**src/rtl/sid_reg_write_arbiter.sv**
```systemverilog
// sid_reg_write_arbiter: round-robin arbiter driving the SID setup/strobe/hold register-write sequence
module sid_reg_write_arbiter #(
   parameter int NREQ        = 2,
   parameter int WE_CYCLES   = 2,
   parameter int HOLD_CYCLES = 1
) (
   input  logic              clk,
   input  logic              rst,
   input  logic              pause,
   input  logic [NREQ-1:0]   req_valid,
   input  logic [2*NREQ-1:0] req_voice,
   input  logic [3*NREQ-1:0] req_addr,
   input  logic [8*NREQ-1:0] req_data,
   output logic [NREQ-1:0]   req_ready,
   output logic [7:0]        bus_ui,
   output logic [7:0]        bus_data,
   output logic              busy,
   output logic [2:0]        grant_id,
   output logic              wr_done
);
   typedef enum logic [1:0] {IDLE, SETUP, STROBE, HOLD} state_t;
   state_t     state_q, state_d;
   logic [7:0] cnt_q, cnt_d;
   logic [2:0] rr_q, rr_d, gid_q, gid_d;
   logic [1:0] voice_q, voice_d, voice_sel;
   logic [2:0] addr_q, addr_d, addr_sel;
   logic [7:0] data_q, data_d, data_sel;
   logic [2:0] gnt, hi_idx, lo_idx;
   logic       hi, lo, take, last_we, last_hold;
   // first valid requester at or after the pointer, else lowest valid index (wrap)
   always_comb begin
      hi        = 1'b0;
      lo        = 1'b0;
      hi_idx    = '0;
      lo_idx    = '0;
      voice_sel = '0;
      addr_sel  = '0;
      data_sel  = '0;
      for (int i = NREQ-1; i >= 0; i--) begin
         if (req_valid[i]) begin
            lo     = 1'b1;
            lo_idx = 3'(i);
         end
         if (req_valid[i] && 3'(i) >= rr_q) begin
            hi     = 1'b1;
            hi_idx = 3'(i);
         end
      end
      gnt = hi ? hi_idx : lo_idx;
      for (int i = 0; i < NREQ; i++) begin
         if (3'(i) == gnt) begin
            voice_sel = req_voice[2*i +: 2];
            addr_sel  = req_addr[3*i +: 3];
            data_sel  = req_data[8*i +: 8];
         end
      end
   end
   assign take      = state_q == IDLE && !pause && lo && !rst;
   assign req_ready = take ? NREQ'(1) << gnt : '0;
   assign last_we   = cnt_q == 8'(WE_CYCLES-1);
   assign last_hold = cnt_q == 8'(HOLD_CYCLES-1);
   // write sequencer: grant and latch payload in IDLE, then setup, strobe, hold
   always_comb begin
      state_d = state_q;
      cnt_d   = cnt_q;
      rr_d    = rr_q;
      gid_d   = gid_q;
      voice_d = voice_q;
      addr_d  = addr_q;
      data_d  = data_q;
      case (state_q)
         IDLE: if (take) begin
            state_d = SETUP;
            rr_d    = (gnt == 3'(NREQ-1)) ? 3'd0 : gnt + 3'd1;
            gid_d   = gnt;
            voice_d = voice_sel;
            addr_d  = addr_sel;
            data_d  = data_sel;
         end
         SETUP: begin
            state_d = STROBE;
            cnt_d   = '0;
         end
         STROBE: begin
            state_d = last_we ? HOLD : STROBE;
            cnt_d   = last_we ? 8'd0 : cnt_q + 8'd1;
         end
         HOLD: begin
            state_d = last_hold ? IDLE : HOLD;
            cnt_d   = last_hold ? 8'd0 : cnt_q + 8'd1;
         end
         default: state_d = IDLE;
      endcase
   end
   // state and payload registers; async reset aborts any write in flight
   always_ff @(posedge clk or posedge rst) begin
      if (rst) begin
         state_q <= IDLE;
         cnt_q   <= '0;
         rr_q    <= '0;
         gid_q   <= '0;
         voice_q <= '0;
         addr_q  <= '0;
         data_q  <= '0;
      end else begin
         state_q <= state_d;
         cnt_q   <= cnt_d;
         rr_q    <= rr_d;
         gid_q   <= gid_d;
         voice_q <= voice_d;
         addr_q  <= addr_d;
         data_q  <= data_d;
      end
   end
   assign busy     = state_q != IDLE;
   assign wr_done  = state_q == HOLD && last_hold;
   assign grant_id = gid_q;
   assign bus_ui   = {state_q == STROBE, 2'b00, voice_q, addr_q};
   assign bus_data = data_q;
endmodule

```
**config.mk**
```make
export PLATFORM = sky130hd
export DESIGN_NAME = sid_reg_write_arbiter
export DESIGN_NICKNAME = d
export VERILOG_FILES = /design/src/rtl/sid_reg_write_arbiter.sv
export SDC_FILE = /design/constraint.sdc
export NUM_CORES = 1
export LEC_CHECK = 0
export BUFFER_PORTS_ARGS = -buffer_cell sky130_fd_sc_hd__buf_2
export CORE_MARGIN = 2
export CORE_UTILIZATION = 50
export CTS_CLUSTER_DIAMETER = 60
export DETAILED_ROUTE_END_ITERATION = 10
export PLACE_DENSITY = 0.95
export SYNTH_ARGS = -nofsm -noshare
export SYNTH_HDL_FRONTEND = slang
export SYNTH_SLANG_ARGS = --single-unit
```
**constraint.sdc**
```tcl
create_clock -name clk -period 3.3 [get_ports clk]
set_clock_uncertainty 0.15 [all_clocks]
set_input_delay 0.495 -clock clk [delete_from_list [all_inputs] [get_ports clk]]
set_output_delay 0.495 -clock clk [all_outputs]
set_load 0.05 [all_outputs]
```
=== After elaboration in Yosys (flattened, before gate mapping) ===
Index checks and enable logic that the tools add are counted.

* Flip-flop bits (word level): 29
* Bits of input ports: 31
* Output and inout bits: 23
* Logic and storage cells: 57

* Add/subtract/negate cells: 2
* Order comparisons: 2
* Equal/unequal tests: 7
* Shifts and indexed selects: 1
* Mux-type cells: 24
* Reductions and logical operators: 14

{| class="wikitable"
|+ Operators with widths
! kind !! count
|-
| $mux W8 || 4
|-
| $pmux W8 S3 || 1
|-
| $mux W3 || 6
|-
| $mux W2 || 5
|-
| $add A8 B1 Y8 const B || 1
|-
| $eq A8 B1 Y1 const B || 1
|-
| $logic_not A8 Y1 || 1
|-
| $pmux W2 S4 || 1
|-
| $mux W1 || 7
|-
| $ge A1 B3 Y1 const A || 2
|-
| $logic_and A1 B1 Y1 || 6
|-
| $eq A2 B2 Y1 const B || 2
|-
| $add A3 B1 Y3 const B || 1
|-
| $eq A1 B3 Y1 const A || 1
|-
| $eq A3 B1 Y1 const B || 1
|-
| $logic_not A3 Y1 || 1
|-
| $reduce_bool A3 Y1 || 1
|-
| $shl A1 B3 Y2 const A || 1
|-
| $eq A2 B1 Y1 const B || 1
|-
| $logic_not A1 Y1 || 2
|-
| $logic_not A2 Y1 || 1
|-
| $ne A2 B2 Y1 const B || 1
|-
| $reduce_and A2 Y1 || 1
|-
| $reduce_bool A2 Y1 || 1
|}

=== Longest topological paths before layout ===
* Word-level depth: 8
* Gate-level depth with buffers: 6
* Gate-level depth less buffers: 6

=== Worst setup path before layout ===
No wires, ideal clock.

* Kind: register to output
* From: register cnt_q[4]
* To: output port wr_done
* Arrival time: 1723 ps
* Path slack: 932 ps
* Stages on the path, launching flop included: 4
* Path buffers: 0
* Cell sequence: dfrtp_1 or4_4 nor3_1 and4_1

* Cells in the longest elaborated chain, start to end: 2

{| class="wikitable"
|+ RTL lines
! what !! RTL line !! RTL
|-
| start: declaration || 23 || <nowiki>logic [7:0] cnt_q, cnt_d;</nowiki>
|-
| start signal: assignment || 107 || <nowiki>cnt_q <= cnt_d;</nowiki>
|-
| $logic_not A8 Y1 || 61 || <nowiki>assign last_hold = cnt_q == 8'(HOLD_CYCLES-1);</nowiki>
|-
| $logic_and A1 B1 Y1 || 116 || <nowiki>assign wr_done = state_q == HOLD && last_hold;</nowiki>
|-
| end: declaration || 19 || <nowiki>output logic wr_done</nowiki>
|}

Every way passes these cells.

=== Worst setup path after layout ===
Ends and elaborated chain as after synthesis.

==> qor.yml <==
timing:
  worst_pin_slew_ns: 0.8963
  slew_headroom: 0.4018
  tns_ns: 0
  fin_ws_ns: 0.5693
  period_share: 0.8275
  drv_slew: 0
  max_freq_ghz: 0.3662
  finalHoldViolations: 0
  rsz0062_at_grt: "no"
  period_needed_ns: 2.731
  setup_violations: 0
synth:
  synth.distinct_cells: 36
  syn-cell-area_mm2: 0.001275
  syn_area_per_cell_um2: 10.62
  synth_edf_count: 0
  syn_inst: 120
  synth_area_leaders: "dfrtp_1 49%, a221o_1 10%, and2_0 6.4%"
  yosys_most_used_dff: "dfrtp_1"
  async_reset_ff_frac: 1.000
  ys_ff_latch: 25
  yosys_warnings: 0
  synth_top_area_share: 0.4907
  ys_seq_area_frac: 0.4907
  synthTopCellsByCount: "25 x dfrtp_1, 13 x a221o_1, 13 x and2_0"
  synth.most_common_cell: "dfrtp_1"
  yosysTopAreaCell: "dfrtp_1"
grt:
  grt_pass1_wl_um: 4077
  grt_max_degree: 26
  grt_pass1_vias: 985
  grtUsageTotal: 0.1860
  grt_overflow_total: 0
  antenna_found_initial: 0
routing:
  firstDrtPassIters: 4
  drtIter0Drc: 16
  routed_wl_um: 2619
  detail-route-antenna-nets: 0
  vias: 1081
  vias_per_cell: 5.432
  wl_per_cell_um: 13.16
  drc: 0
critical_path:
  crit_type: "reg2out"
  cp_data_required_time_ns: 2.65
  r2r_cells: 4
  arrival_ns: 2.09
  path_max_fanout: 6
  startpoint_type: "flip-flop"
  cp-end-kind: "primary output"
  r2r-end: "bus_data[1]$_DFFE_PP0P_"
  r2r_slack_ns: 1.04
  timing.rr.start: "state_q[1]$_DFFE_PP0P_"
clock_network:
  cts_max_level: 1
  cts.repair.resized: 0
  cts_setup_buffers: 0
  clkSinkCount: 25
  clk_pin_slew_ns: 0.12
  clkLatencyLatePin_ns: 0.30
  cts_buffers: 3
  clock_tree.root_cell: "clkbuf_4"
  cts_tree: "yes"
  hold_buffers: 0
  cts_buffer_depth: 2
placed_design:
  dp_hpwl_um: 2146
  io_buffers: 49
  place_congestion: 0.8029
  dp_slack_ns: 0.9062
power_and_ir_drop:
  power.density_mw_per_mm2: 978.0
  ir_drop_uv: 650.5
  p_leak_nw: 0.7959
  p_total_mw: 1.523
layout:
  drive_above_1_share: 0.3373
  area_delta_synth_final_pct: 22.18
  n_antenna_cell: 0
  finalNetCount: 204
status:
  status: "finished clean"
die:
  die-area_mm2: 0.002970
  core_mm2: 0.002455
  start_util: 0.5194
  die_h_um: 54.50
  num_rows: 18
  die_x_um: 54.50
  ios: 54
worst_hold_path:
  hp-class: "in2async"
flow_run:
  cap_viol_max_count: 0
[metrics by stage]
step                cells  hold slack [ns]  cell area, um2    util
floorplan             123           0.2944            1286       -
global placement      195           0.3084            1531  0.6239
detailed placement    195           0.3236            1531  0.6239
CTS                   199           0.2497            1558  0.6346
global route          199           0.2641            1558  0.6346
finish                199           0.2237            1558  0.6346
[flip-flops by register name, summed over array words and instances (netlist names)]
signal,flops
bus_data,8
cnt_q,8
addr_q,3
state_q,2
voice_q,2
grant_id,1
rr_q,1
[area by class of cell]
| cell class | instances | area, um2 |
|---|---|---|
| fill | 193 | 897.1 |
| sequential | 25 | 625.6 |
| multi-input combinational | 83 | 585.6 |
| timing repair buffer | 51 | 260.3 |
| tap | 30 | 37.54 |
| clock buffer | 4 | 26.28 |
| inverter | 6 | 22.52 |
[layer usage]
layer	share of wire	vias up	wire length (um)	track usage
li1	-	526	-	-
met1	0.41	516	1061	0.1989
met5	0	-	0	0
met4	0	0	0	0.02500
met2	0.53	39	1385	0.3835
met3	0.066	0	172	0.02732
[where the power goes]
group / leakage, nW / total, mW / internal, mW / switching, mW
combinational: 0.463 / 0.881 / 0.274 / 0.607
clock: 0.0150 / 0.127 / 0.0470 / 0.0797
sequential: 0.318 / 0.515 / 0.427 / 0.0878
[worst max-delay path by stage]
stage / start / to / slack, ns / cells after the start
floorplan: cnt_q[4]$_DFFE_PP0P_ / wr_done / 0.93 / 3
global placement: cnt_q[4]$_DFFE_PP0P_ / wr_done / 0.94 / 4
detailed placement: cnt_q[4]$_DFFE_PP0P_ / wr_done / 0.91 / 4
CTS: cnt_q[4]$_DFFE_PP0P_ / wr_done / 0.55 / 4
global route: cnt_q[4]$_DFFE_PP0P_ / wr_done / 0.40 / 4
finish: cnt_q[4]$_DFFE_PP0P_ / wr_done / 0.57 / 4
[cells by family (layout without fill, tap and decap cells)]
family / count (synthesis) / count (layout) / synth area share
AO/OA/AOI/OAI: 31 / 31 / 0.2120
adder cells (fa/ha/maj): 3 / 3 / 0.02944
other: 1 / 4 / 0.002941
XOR/XNOR: 1 / 1 / 0.006871
AND/OR/NAND/NOR: 43 / 43 / 0.1914
buffers and inverters: 15 / 61 / 0.05888
multiplexers: 1 / 1 / 0.007851
flip-flops: 25 / 25 / 0.4907
[layout by cell type, fill, tap and decap left out, types with 2 or more instances in the layout]
cell,instances
buf_2,49
dfrtp_1,25
and2_0,13
a221o_1,13
nand2_1,9
inv_1,6
nor2b_1,4
nand3_1,4
o21ai_0,4
conb_1,4
nor2_1,3
a21o_1,3
ha_1,3
clkbuf_4,3
o21ai_1,2
nor3b_1,2
buf_4,2
[critical path, cell delays in order, from the launching register on]
cell and delay [ns]:
dfrtp_1 0.45, or4_4 0.57, nor3_1 0.25, and4_1 0.25
buf_2 0.26
(Power assumes the default switching activity.)
